<file path="src/rtl/wb_arb_pkg.sv">
// Shared types and constants for the two-master Wishbone arbiter.
package wb_arb_pkg;

  localparam int NUM_MASTERS     = 2;
  localparam int OUTSTANDING_MAX = 15;

  typedef enum logic [1:0] {
    ST_IDLE  = 2'd0,
    ST_BUSY  = 2'd1,
    ST_FLUSH = 2'd2
  } arb_state_e;

  // One bit selects between the core (0) and the secondary master (1).
  typedef logic mst_idx_t;

endpackage

</file>
<file path="src/rtl/wb_watchdog.sv">
// Bus watchdog: counts cycles while enabled and not cleared, and pulses
// fire_o for one cycle when the count reaches TIMEOUT. TIMEOUT = 0 disables it.
module wb_watchdog #(
  parameter int TIMEOUT = 1023
) (
  input  logic clk,
  input  logic rst_n,
  input  logic enable_i,
  input  logic clear_i,
  input  logic tick_i,
  output logic fire_o
);

  localparam bit ACTIVE = (TIMEOUT > 0);
  localparam int CW     = (TIMEOUT < 2) ? 1 : $clog2(TIMEOUT + 1);
  // fire is registered, so it is raised on the edge that moves the count
  // from TIMEOUT-1 to TIMEOUT; both become visible in the same cycle.
  localparam logic [CW-1:0] LAST = ACTIVE ? CW'(TIMEOUT - 1) : '0;

  logic [CW-1:0] cnt_q;
  logic          fire_q;
  logic          counting;

  assign counting = ACTIVE && enable_i && !clear_i && tick_i;

  // Cycle counter and single-cycle fire pulse.
  always_ff @(posedge clk or negedge rst_n) begin
    if (!rst_n) begin
      cnt_q  <= '0;
      fire_q <= 1'b0;
    end else begin
      fire_q <= 1'b0;
      if (!enable_i || clear_i) begin
        cnt_q <= '0;
      end else if (counting) begin
        cnt_q <= cnt_q + 1'b1;
        if (cnt_q == LAST) fire_q <= 1'b1;
      end
    end
  end

  assign fire_o = fire_q;

endmodule

</file>
<file path="src/rtl/wb_arbiter.sv">
// Two-master Wishbone arbiter with round-robin tie-break, outstanding
// transaction tracking and a watchdog that flushes a hung slave with errors.
module wb_arbiter
  import wb_arb_pkg::*;
#(
  parameter int TIMEOUT = 1023
) (
  input  logic                              clk,
  input  logic                              rst_n,
  input  logic [NUM_MASTERS-1:0]            m_cyc_i,
  input  logic [NUM_MASTERS-1:0]            m_stb_i,
  input  logic [NUM_MASTERS-1:0]            m_we_i,
  input  logic [NUM_MASTERS-1:0][3:0]       m_sel_i,
  input  logic [NUM_MASTERS-1:0][31:0]      m_adr_i,
  input  logic [NUM_MASTERS-1:0][31:0]      m_dat_i,
  output logic [NUM_MASTERS-1:0]            m_ack_o,
  output logic [NUM_MASTERS-1:0]            m_stall_o,
  output logic [NUM_MASTERS-1:0]            m_err_o,
  output logic [31:0]                       m_dat_o,
  output logic                              s_cyc_o,
  output logic                              s_stb_o,
  output logic                              s_we_o,
  output logic [3:0]                        s_sel_o,
  output logic [31:0]                       s_adr_o,
  output logic [31:0]                       s_dat_o,
  input  logic                              s_ack_i,
  input  logic                              s_stall_i,
  input  logic [31:0]                       s_dat_i,
  output logic                              timeout_o
);

  arb_state_e state_q, state_d;
  mst_idx_t   owner_q, owner_d;
  mst_idx_t   last_q,  last_d;
  logic [3:0] out_q,   out_d;
  logic       accepted;
  logic       wd_fire;
  logic       fire;

  localparam logic [3:0] OUT_MAX = 4'(OUTSTANDING_MAX);

  assign accepted  = (state_q == ST_BUSY) && s_stb_o && !s_stall_i;
  assign fire      = wd_fire && (state_q == ST_BUSY);
  assign timeout_o = fire;

  wb_watchdog #(
    .TIMEOUT (TIMEOUT)
  ) u_watchdog (
    .clk      (clk),
    .rst_n    (rst_n),
    .enable_i (state_q == ST_BUSY),
    .clear_i  (s_ack_i || (out_q == 4'd0)),
    .tick_i   (1'b1),
    .fire_o   (wd_fire)
  );

  // Next-state: grant, release, outstanding tracking and flush sequencing.
  always_comb begin
    state_d = state_q;
    owner_d = owner_q;
    last_d  = last_q;
    out_d   = out_q;
    case (state_q)
      ST_IDLE: begin
        if (|m_cyc_i) begin
          state_d = ST_BUSY;
          // Tie goes to whoever did not own the bus last.
          owner_d = (&m_cyc_i) ? ~last_q : m_cyc_i[1];
          out_d   = 4'd0;
        end
      end
      ST_BUSY: begin
        if (!m_cyc_i[owner_q]) begin
          // Owner released (possibly with transfers still in flight).
          state_d = ST_IDLE;
          last_d  = owner_q;
          out_d   = 4'd0;
        end else begin
          if (accepted && !s_ack_i && out_q != OUT_MAX) out_d = out_q + 4'd1;
          else if (!accepted && s_ack_i && out_q != 4'd0) out_d = out_q - 4'd1;
          if (fire) state_d = ST_FLUSH;
        end
      end
      ST_FLUSH: begin
        // One error-ack per cycle; the last one retires the flush.
        if (out_q <= 4'd1) begin
          out_d = 4'd0;
          if (m_cyc_i[owner_q]) begin
            state_d = ST_BUSY;
          end else begin
            state_d = ST_IDLE;
            last_d  = owner_q;
          end
        end else begin
          out_d = out_q - 4'd1;
        end
      end
      default: state_d = ST_IDLE;
    endcase
  end

  // Arbiter state registers.
  always_ff @(posedge clk or negedge rst_n) begin
    if (!rst_n) begin
      state_q <= ST_IDLE;
      owner_q <= 1'b0;
      last_q  <= 1'b1;
      out_q   <= 4'd0;
    end else begin
      state_q <= state_d;
      owner_q <= owner_d;
      last_q  <= last_d;
      out_q   <= out_d;
    end
  end

  // Bus muxing; everything is qualified by the registered state so reset
  // silences both sides immediately.
  always_comb begin
    s_cyc_o   = 1'b0;
    s_stb_o   = 1'b0;
    s_we_o    = 1'b0;
    s_sel_o   = 4'h0;
    s_adr_o   = 32'h0;
    s_dat_o   = 32'h0;
    m_ack_o   = '0;
    m_err_o   = '0;
    m_stall_o = '1;
    m_dat_o   = 32'h0;
    case (state_q)
      ST_BUSY: begin
        s_cyc_o            = m_cyc_i[owner_q];
        s_stb_o            = m_stb_i[owner_q];
        s_we_o             = m_we_i[owner_q];
        s_sel_o            = m_sel_i[owner_q];
        s_adr_o            = m_adr_i[owner_q];
        s_dat_o            = m_dat_i[owner_q];
        m_stall_o[owner_q] = s_stall_i;
        m_ack_o[owner_q]   = s_ack_i;
        m_dat_o            = s_dat_i;
      end
      ST_FLUSH: begin
        // Slave responses are dropped here; the owner only sees error-acks.
        m_ack_o[owner_q] = (out_q != 4'd0);
        m_err_o[owner_q] = (out_q != 4'd0);
      end
      default: ;
    endcase
  end

endmodule

</file>
<file path="config.mk">
export PLATFORM = sky130hd
export DESIGN_NAME = wb_arbiter
export DESIGN_NICKNAME = d
export VERILOG_FILES = /design/src/rtl/wb_arb_pkg.sv /design/src/rtl/wb_watchdog.sv /design/src/rtl/wb_arbiter.sv
export SDC_FILE = /design/constraint.sdc
export NUM_CORES = 1
export LEC_CHECK = 0
export CORE_MARGIN = 8
export CORE_UTILIZATION = 29
export CTS_CLUSTER_DIAMETER = 100
export DETAILED_ROUTE_END_ITERATION = 7
export GPL_ROUTABILITY_DRIVEN = 0
export GPL_TIMING_DRIVEN = 0
export PLACE_DENSITY = 0.82
export SLEW_MARGIN = 20
export SYNTH_ARGS = -nofsm -noshare
export SYNTH_HDL_FRONTEND = slang
export SYNTH_SLANG_ARGS = --single-unit
</file>
<file path="constraint.sdc">
create_clock -name clk -period 4 [get_ports clk]
set_input_delay 0.6 -clock clk [delete_from_list [all_inputs] [get_ports clk]]
set_output_delay 0.6 -clock clk [all_outputs]
set_load 0.02 [all_outputs]
</file>
==> metrics.txt, run 1 <==
Crit path top cell by count clkbuf_1; row count 35; pwr dens 550.2 nW/um^2; number of synthesized flops with an enable pin 0; Post-CTS Setup Bufs 0; CP max stage cell clkdlybuf4s50_1; clk buf depth 2; Clock Tree Root clkbuf_8; post-synth cell types 47; Area Overhead vs Synth 111.4%; Clock Skew 0.002464 ns; core area roughly 9200 um^2; post-cts resize count 0; RSZ-0062 raised after global routing false; Area contributors post-synth mux2i_1 (25%), dfrtp_1 (16%), nor2b_1 (16%); Crit path max-delay family buffers and inverters; Clk Latency, worst-skew pair between 0.2 and 0.3 ns; Reg2Reg Setup Slack between 1.5 and 2 ns; syn_nets 529; initial core utilization between 20 and 30%; Max stage delay on crit path about 0.65 ns; critical path, cell by cell inv_1, ha_1, buf_2, clkbuf_1, clkbuf_1, nor2b_1, clkdlybuf4s50_1; final std cells w/o fill about 740; clk sink count 19; # IOs 288; post-route ant nets 0; multi-input logic area ~2100 um^2; layout cells sized above 1 under 10%; via count 3,503; Mapped Area around 2700 um^2; Initial DRC Count roughly 220; fmax 0.2933 GHz; worst slew pin tran 0.8932 ns; most common cell after layout, fill and taps aside clkdlybuf4s50_1; register area between 400 and 500 um^2; most frequent cells in the layout clkdlybuf4s50_1 (287), nor2b_1 (71), mux2i_1 (69); Hold Crit Class reg2reg; final worst path period share 85.23%; number of global-route vias before repair ~3,600; sequential area share after synthesis between 15 and 20%; CP endpoint kind output port; Critical Path RT between 3 and 4 ns; Clock Pin Slew Worst Setup and Hold Paths roughly 0.080 ns; Die ar. roughly 13,000 um^2; die height about 110 um; asr flop ratio synth 100.0%; global-route wire length before repair 22.94 mm; Synth Area per Inst approximately 8.1 um^2; CTS hold repair buffers 0; Crit path arrival time ~2.8 ns; final hold vios 0; post-synth top area cell mux2i_1; final slew viol count 0; Hold WS between 0.4 and 0.5 ns; leakage power between 2 and 2.5 nW; worst slack, placed 0.8607 ns; die span in x about 110 um; CTS tree built; max-cap viol count 0; worst relative slew slack 40.45%; pin count of the biggest net entering global routing 20; cts bufs inserted 3; Yosys warning count 0; Final Critical Period 3.409 ns; FF+latch count, synth 19; Inst Count DP 739; Buf+Inv Stages, Crit Path 5; DR pass1 iterations 7; main flop type after synthesis dfrtp_1; htree depth 1; Remaining DRCs 0; initial antenna violation count 1; Fillers between 700 and 800; Port Buf Inserts about 290; layout net count 821; outcome complete, no violations; Setup crit start kind flip-flop; final wirelength ~16 mm; Synth Instances 341; kind of critical path reg2out; finished layout cell area roughly 5800 um^2; DR WL/cell between 20 and 25 um; total track usage between 20% and 30%; DR vias/cell between 4 and 5; DP Area about 5800 um^2; Max rail drop VDD roughly 0.32 mV; area fraction of the dominant cell type after synthesis 25.15%; Final Setup Violations 0; GR Overflow Total 0; Worst Path Max Fanout 10; worst setup margin a little under 0.6 ns; total negative slack 0 ns; Detail Placement HPWL 13.82 mm
[cell families (layout without fill, tap and decap cells)]
logic type | after synthesis | in the layout | share of synthesized area, %
and+or+nand+nor | 163 | 163 | 34.85
muxes | 72 | 72 | 26.92
buffers and inverters | 36 | 327 | 5.512
AOI/OAI and AO/OA | 35 | 35 | 8.884
DFF | 19 | 19 | 17.36
adders and majority gates | 10 | 10 | 4.556
xor gates and xnor gates | 6 | 6 | 1.913
other | 0 | 1 | 0
[worst reg2reg max path: cells and delay by family, from the launching register on]
| family | cells | cell delay [ns] |
|---|---|---|
| buffers and inverters | 2 | 0.33 |
| and+or+nand+nor | 3 | 0.73 |
| DFF | 1 | 0.42 |
| AOI/OAI and AO/OA | 2 | 0.52 |
| adders and majority gates | 1 | 0.13 |
[state kept, by name, summed over array words and instances (netlist names)]
name,count
u_watchdog.fire_o,1
last_q,1
out_q,4
owner_q,1
state_q,2
u_watchdog.cnt_q,10
[path summary, 6_finish.rpt]
path / from / to / depth (start not counted)
hold reg to reg: last_q / last_q / 2
max in group asynchronous: rst_n / u_watchdog.cnt_q[6] / 1
min in group asynchronous: rst_n / u_watchdog.cnt_q[0] / 1
setup / recovery: state_q[1] / s_adr_o[25] / 7
setup reg to reg: state_q[1] / out_q[0] / 8
hold / removal: last_q / last_q / 2
[cell type report]
type	count	area share, %
Tap cell	111	2.392
Sequential cell	19	8.209
Inverter	10	0.6464
Multi-Input combinational cell	286	36.48
Clock buffer	3	0.7111
Clock inverter	1	0.08619
Timing Repair Buffer	287	49.47
Buffer	26	1.961
Antenna cell	1	0.04309
[Yosys cell counts, types with 2 or more instances]
| library cell | instances |
|---|---|
| a21o_1 | 2 |
| a21oi_1 | 4 |
| a31oi_1 | 3 |
| a32o_1 | 2 |
| and2_1 | 34 |
| and3_1 | 5 |
| buf_2 | 7 |
| clkbuf_1 | 18 |
| dfrtp_1 | 18 |
| ha_1 | 10 |
| inv_1 | 9 |
| mux2i_1 | 69 |
| nand2_1 | 12 |
| nand2b_1 | 2 |
| nand3_1 | 7 |
| nor2_1 | 17 |
| nor2b_1 | 71 |
| nor3_1 | 3 |
| o21ai_0 | 11 |
| o311a_1 | 2 |
| o31ai_1 | 2 |
| or3_1 | 4 |
| xor2_1 | 5 |
[power by group]
group / leakage (nW) / switching (W) / internal [W]
clock: 0.0255 / 0.0000677 / 0.0000693
combinational: 2.10 / 0.00145 / 0.00134
sequential: 0.256 / 0.0000361 / 0.000230
[stage by stage]
stage / util [%] / total power [W]
after floorplan: - / 0.001819
after global routing: 63.12 / 0.003378
after detailed placement: 62.61 / 0.003067
after CTS: 63.12 / 0.003219
final: 63.14 / 0.003195
after global placement: 62.61 / 0.003025
[layer usage]
metal | GRT usage (%) | part of all wire (%)
met5 | 0 | 0.082
met4 | 2.398 | 0.91
met3 | 6.656 | 8.4
met2 | 42.62 | 51
met1 | 26.98 | 40
Power figures use the tool's default switching activity.
==> inputs of run 2 (changes only) <==
Settings changed: PLACE_DENSITY 0.82 to 0.94.
==> run 2 against run 1 <==
  * Clock power barely moved
  * Utilization barely moved
  * Worst setup slack improved by 0.096 ns
  * Final cell count fell by 0.13%
  * Maximum frequency rose by 2.9%
  * Wire length fell by 2.4%
  * Flip-flop and latch count did not move
  * Combinational power barely moved
  * Sequential share of layout area barely moved
  * Cell area barely moved
  * Die area did not move
  * Register-to-register slack got worse by 0.05 ns
==> metrics.txt, run 2 (synthesized netlist as in run 1, its figures left out) <==
outcome complete, no violations; initial core utilization 29.86% (unchanged); Port Buf Inserts 287 (unchanged); fmax 0.3018 GHz (+2.9%); worst reg2reg path endpoint out_q[2]; CTS hold repair buffers 0 (unchanged); post-route ant nets 0 (unchanged); DR pass1 iterations 4 (-3); core area 9196 um^2 (unchanged); Reg2Reg Setup Slack 1.73 ns (-0.05 ns); Clock Tree Root clkbuf_8; row count 35 (unchanged); largest registers u_watchdog.cnt_q (10), out_q (4), state_q (2); layout net count 821 (unchanged); CP endpoint kind output port; R2R Path Start state_q[1]; Comb power frac 87.5% (about the same); internal cell power 0.001641 W (about the same); worst-case reg-to-reg path depth 8 (unchanged); switching share of total power 48.50% (-0.17 points); Clk Latency, worst-skew pair 0.25 ns (about the same); final hold vios 0 (unchanged); GR Overflow Total 0 (unchanged); RSZ-0062 raised after global routing false; Max rail drop VDD 0.2627 mV (-18%); via count 3,585 (+2.3%); Hold Path Sink last_q; Critical Path RT 3.40 ns (about the same); global-route wire length before repair 22.91 mm (-0.12%); post-cts resize count 0 (unchanged); Final Critical Period 3.314 ns (-0.09579 ns); pwr dens 549.1 nW/um^2 (-0.19%); Hold Crit Class reg2reg; worst setup margin 0.6864 ns (+0.09579 ns); clk buf depth 2 (unchanged); die span in x 113.3 um (unchanged); max-cap viol count 0 (unchanged); htree depth 1 (unchanged); cts bufs inserted 3 (unchanged); Largest register FFs 10 (unchanged); # IOs 288 (unchanged); Final Setup Violations 0 (unchanged); most common cell after layout, fill and taps aside clkdlybuf4s50_1; pin count of the biggest net entering global routing 20 (unchanged); die height 113.3 um (unchanged); Worst Hold Launch last_q; Die ar. 12,840 um^2 (unchanged); worst slew pin tran 0.8515 ns (-0.04174 ns); Area Overhead vs Synth 111.3% (about the same); worst slack, placed 0.9187 ns (+0.05801 ns); Post-CTS Setup Bufs 0 (unchanged); most frequent cells in the layout clkdlybuf4s50_1 (287), nor2b_1 (71), mux2i_1 (69); final wirelength 15.51 mm (-2.4%); number of global-route vias before repair 3,574 (-0.31%); Clock Skew 0.006717 ns (+0.004254 ns); final slew viol count 0 (unchanged); total negative slack 0 ns (unchanged); Tot Pwr 0.003187 W (-0.25%); leakage power 2.379 nW (-0.12%); total track usage 22.79% (-0.51 points); CTS tree built; diodes inserted 0 (-1); Remaining DRCs 0 (unchanged); clock power share 4.2% (about the same); DR vias/cell 4.825 (+2.5%); initial antenna violation count 0 (-1); Initial DRC Count 271 (+26%); Worst Path Max Fanout 10 (unchanged); net load switching power 0.001546 W (-0.60%); DR WL/cell 20.87 um (-2.2%); most flop-heavy register u_watchdog.cnt_q; Crit path arrival time 2.71 ns (-0.10 ns); kind of critical path reg2out; Detail Placement HPWL 13.53 mm (-2.1%); layout cells sized above 1 2.848% (-0.16 points); hold depth 2 (unchanged); Setup crit start kind flip-flop; Flop pwr share 8.3% (about the same); clk sink count 19 (unchanged); worst relative slew slack 43.06% (+2.6 points); Clock Pin Slew Worst Setup and Hold Paths 0.08 ns (about the same); final worst path period share 82.84% (-2.4 points)
[run 2: worst max-delay path, cell delays in order, from the launching register on]
cell and delay [ns]:
dfrtp_1 0.43, inv_1 0.10, ha_1 0.13, buf_2 0.21, clkbuf_1 0.42, clkbuf_1 0.36
nor2b_1 0.19, clkdlybuf4s50_1 0.63
[run 2: cell type report]
class / count / area (um^2)
well taps: 111 / 138.9
repair buffers: 287 / 2873
flip-flops and latches: 19 / 476.7
fillers: 738 / 3393
plain buffers: 26 / 113.9
clock buffers: 4 / 45.04
inverters: 10 / 37.54
multi-input cells: 286 / 2118
[run 2: worst max path at each step]
stage,end,slack (ns),from,cells past startpoint
after detailed placement,s_adr_o[26],0.92,state_q[1],7
after global placement,s_adr_o[26],0.99,state_q[1],7
final,s_adr_o[26],0.69,state_q[1],7
after global routing,s_adr_o[18],0.46,state_q[1],7
after CTS,s_adr_o[26],0.63,state_q[1],7
after floorplan,s_adr_o[17],1.82,state_q[1],6
[run 2: power by group through the flow]
| stage | Combinational, W | Clock, W | Sequential (W) |
|---|---|---|---|
| 3_3_place_gp | 0.00273 | 0 | 0.000265 |
| 3_5_place_dp | 0.00279 | 0 | 0.000269 |
| 5_1_grt | 0.00295 | 0.000148 | 0.000272 |
| 6_report | 0.00279 | 0.000135 | 0.000265 |
| 4_1_cts | 0.00280 | 0.000139 | 0.000265 |
| 2_1_floorplan | 0.00156 | 0 | 0.000260 |
[run 2: per-layer routing]
metal  routed length, um  GRT usage [%]  vias up
met5                   0              0        -
met4                 136          3.197        0
met3                1029          4.899        8
met2                8392          43.41      130
met1                5949          25.68     1700
li1                    -              -     1747
[run 2: metrics by stage]
stage / hold slack [ns] / util (%) / cells / area [um^2]
2_1_floorplan: 0.3044 / - / 341 / 2746
3_3_place_gp: 0.4688 / 62.61 / 739 / 5758
3_5_place_dp: 0.4760 / 62.61 / 739 / 5758
4_1_cts: 0.4873 / 63.10 / 743 / 5803
5_1_grt: 0.5156 / 63.10 / 743 / 5803
6_report: 0.4867 / 63.10 / 743 / 5803
==> inputs of run 3 (changes only) <==
Settings changed: CORE_UTILIZATION 29 to 27, PLACE_DENSITY 0.94 to 0.92.
Clock period 4 ns to 2.78 ns, I/O delays scaled along.
==> run 3 against run 2 <==
  * Register-to-register slack worse by 1.2 ns
  * Hold slack worse by 0.0015 ns
  * Sequential share of layout area down 0.15 points
  * Non-clock buffer count unchanged
  * Total power up 44%
  * First-iteration DRC count down 46%
==> metrics.txt, run 3 (synthesized netlist as in run 1, its figures left out) <==
outcome complete, no violations; Clock Pin Slew Worst Setup and Hold Paths 0.07 ns (about the same); most flop-heavy register u_watchdog.cnt_q; worst setup margin 0.05755 ns (-0.6288 ns); htree depth 1 (unchanged); CTS hold repair buffers 0 (unchanged); post-route ant nets 0 (unchanged); DR pass1 iterations 4 (unchanged); final wirelength 15.51 mm (about the same); Fillers 895 (+21%); CTS tree built; most frequent cells in the layout clkdlybuf4s50_1 (253), nor2b_1 (71), mux2i_1 (69); Setup crit start kind flip-flop; final worst path period share 97.93%; largest registers u_watchdog.cnt_q (10), out_q (4), state_q (2); DR vias/cell 4.682 (-3.0%); Hold WS 0.4852 ns (-0.001538 ns); pwr dens 775.4 nW/um^2 (+41%); via count 3,596 (+0.31%); RSZ-0062 raised after global routing true; Initial DRC Count 146 (-46%); # IOs 288 (unchanged); GR Overflow Total 0 (unchanged); Area Overhead vs Synth 115.1%; worst slack, placed -0.2048 ns (-1.123 ns); initial antenna violation count 0 (unchanged); Detail Placement HPWL 13.32 mm (-1.6%); total track usage 20.06% (-2.7 points); die height 116.9 um (+3.1%); Tot Pwr 0.004581 W (+44%); CP endpoint kind output port; Post-CTS Setup Bufs 0 (unchanged); clk buf depth 2 (unchanged); Worst Path Max Fanout 10 (unchanged); layout net count 821 (unchanged); final slew viol count 0 (unchanged); Port Buf Inserts 287 (unchanged); diodes inserted 0 (unchanged); final hold vios 0 (unchanged); max-cap viol count 0 (unchanged); Crit path arrival time 2.31 ns (-0.40 ns); Final Setup Violations 0 (unchanged); Remaining DRCs 0 (unchanged); total negative slack 0 ns (unchanged); Hold Crit Class reg2reg; Die ar. 13,660 um^2 (+6.3%); most common cell after layout, fill and taps aside clkdlybuf4s50_1; worst slew pin tran 0.8559 ns (+0.004416 ns); Final Critical Period roughly 2.7 ns; fmax about 0.37 GHz; DR WL/cell 20.19 um (-3.3%); core area 10,090 um^2 (+9.7%); Clock Skew 0.003738 ns (-0.002979 ns); initial core utilization 27.21% (-2.7 points); cts bufs inserted 3 (unchanged); Critical Path RT 2.36 ns (-1.04 ns); leakage power 2.814 nW (+18%); Largest register FFs 10 (unchanged); clk sink count 19 (unchanged); Clk Latency, worst-skew pair 0.26 ns (about the same); Clock Tree Root clkbuf_8; worst relative slew slack 42.76% (-0.30 points); row count 37 (+5.7%); global-route wire length before repair 21.27 mm (-7.2%); pin count of the biggest net entering global routing 20 (unchanged); layout cells sized above 1 4.272% (+1.4 points); die span in x 116.9 um (+3.1%); number of global-route vias before repair 3,791 (+6.1%); Max rail drop VDD 0.3968 mV (+51%); kind of critical path reg2out
## run 3: cell count changes in the layout (fill, tap and decap cells not counted), sizes merged
| cell | previous run | this run |
|---|---|---|
| clkdlybuf4s50 | 287 | 253 |
| dlymetal6s2s | 0 | 25 |
| dlygate4sd2 | 0 | 9 |
| buf | 8 | 9 |
| clkbuf | 22 | 21 |
## run 3: area by class of cell
| type | count | area, um^2 | share of cell area [%] |
|---|---|---|---|
| inverters | 10 | 37.54 | 0.6353 |
| plain buffers | 26 | 136.4 | 2.308 |
| clock buffers | 4 | 45.04 | 0.7624 |
| multi-input cells | 286 | 2118 | 35.85 |
| flip-flops and latches | 19 | 476.7 | 8.069 |
| well taps | 136 | 170.2 | 2.880 |
| repair buffers | 287 | 2924 | 49.49 |
## run 3: report_power, final
group	leakage [nW]	switching [W]	internal (W)	total [W]
clock network	0.0228	0.0000959	0.000102	0.000198
registers	0.256	0.0000541	0.000331	0.000385
logic	2.54	0.00209	0.00191	0.00400
total	2.81	0.00224	0.00234	0.00458
## run 3: worst paths after layout
kind                           from                  end  slack, ns  cells past startpoint
max                         owner_q          s_adr_o[13]       0.06                      6
min                          last_q               last_q       0.49                      2
max reg2reg                out_q[0]             out_q[0]       0.55                      7
min reg2reg                  last_q               last_q       0.49                      2
max in group asynchronous     rst_n             out_q[2]       1.61                      1
min in group asynchronous     rst_n  u_watchdog.cnt_q[5]       0.64                      1
## run 3: through the flow
step | util, % | instances | area [um^2]
finish | 58.54 | 768 | 5908
global route | 58.54 | 768 | 5908
CTS | 57.92 | 768 | 5846
detailed placement | 57.36 | 764 | 5789
global placement | 57.36 | 764 | 5789
floorplan | - | 341 | 2746
## run 3: repair_timing
| item | 4_1_cts | 5_1_grt |
|---|---|---|
| gates cloned | 0 | 0 |
| endpoints found under the setup margin | 102 | 64 |
| resized for setup | 21 | 26 |
## run 3: critical path, stage by stage (launching register included)
cell	delay (ns)
dfrtp_1	0.34
buf_6	0.13
clkbuf_2	0.27
buf_2	0.36
mux2i_1	0.14
nor2b_1	0.15
clkdlybuf4s50_1	0.64
## run 3: routing by layer
metal / track usage, % / wire length, um / part of all wire, % / up-vias
li1: - / - / - / 1737
met1: 21.71 / 5734 / 37 / 1691
met2: 38.64 / 8287 / 53 / 150
met3: 3.746 / 1125 / 7.3 / 18
met4: 5.546 / 357 / 2.3 / 0
met5: 0 / 0 / 0 / -
==> edit, RTL diff (config.mk and constraints of run 3) <==
Set the package constant `NUM_MASTERS` to 4 (it was 2).
--- a/src/rtl/wb_arb_pkg.sv
+++ b/src/rtl/wb_arb_pkg.sv
@@ -2,5 +2,5 @@
 package wb_arb_pkg;
 
-  localparam int NUM_MASTERS     = 2;
+  localparam int NUM_MASTERS     = 4;
   localparam int OUTSTANDING_MAX = 15;
 
Interface: changed (9 resized); port bits go from 288 to 436. No check against the original RTL was run, so the function may have changed too.
==> edit against run 3 <==
The flow now stops in 3_2_place_iop; area after synthesis decreased by 5.0%.
==> edit: results (changes against run 3) <==
| Metric | Value |
|---|---|
| Post-synthesis mux area share | 28.7% (+1.8 points) |
| Sequential fraction of the synthesis area | 18.3% (+0.92 points) |
| Compound-Gate Fraction of Synth Area | 8.06% (-0.83 points) |
| Ys Warns | 0 (unchanged) |
| Asr flop ratio synth | 100% (unchanged) |
| Most common library cells after synthesis | nor2_1, mux2i_1, and2_1 |
| Error message | [ERROR PPL-0024] Number of IO pins (436) exceeds maximum number of available positions (404). Increase the die perimeter from 457.18um to 592.96um. |
| Die width | 114 um (-2.2%) |
| Status | aborted with a tool error |
| Synth Area in XOR/XNOR | 3.02% (+1.1 points) |
| Synth area leaders | mux2i_1, dfrtp_1, nor2_1 |
| Post-synth cell types | 44 (-6.4%) |
| Stopping stage | 3_2_place_iop |
| Synth Area in Adders | 4.80% (+0.24 points) |
| #FFs+latches synth | 19 (unchanged) |
| Syn avg cell area | 7.63 um^2 (-5.3%) |
| Top FF cell, synth | dfrtp_1 |
==> edit: cell families after synthesis <==
| kind of cell | count (synthesis) |
|---|---|
| AND/OR/NAND/NOR | 159 |
| multiplexers | 74 |
| buffers and inverters | 41 |
| AO/OA/AOI/OAI | 28 |
| flip-flops | 19 |
| adder cells (fa/ha/maj) | 10 |
| XOR/XNOR | 9 |
| other | 2 |
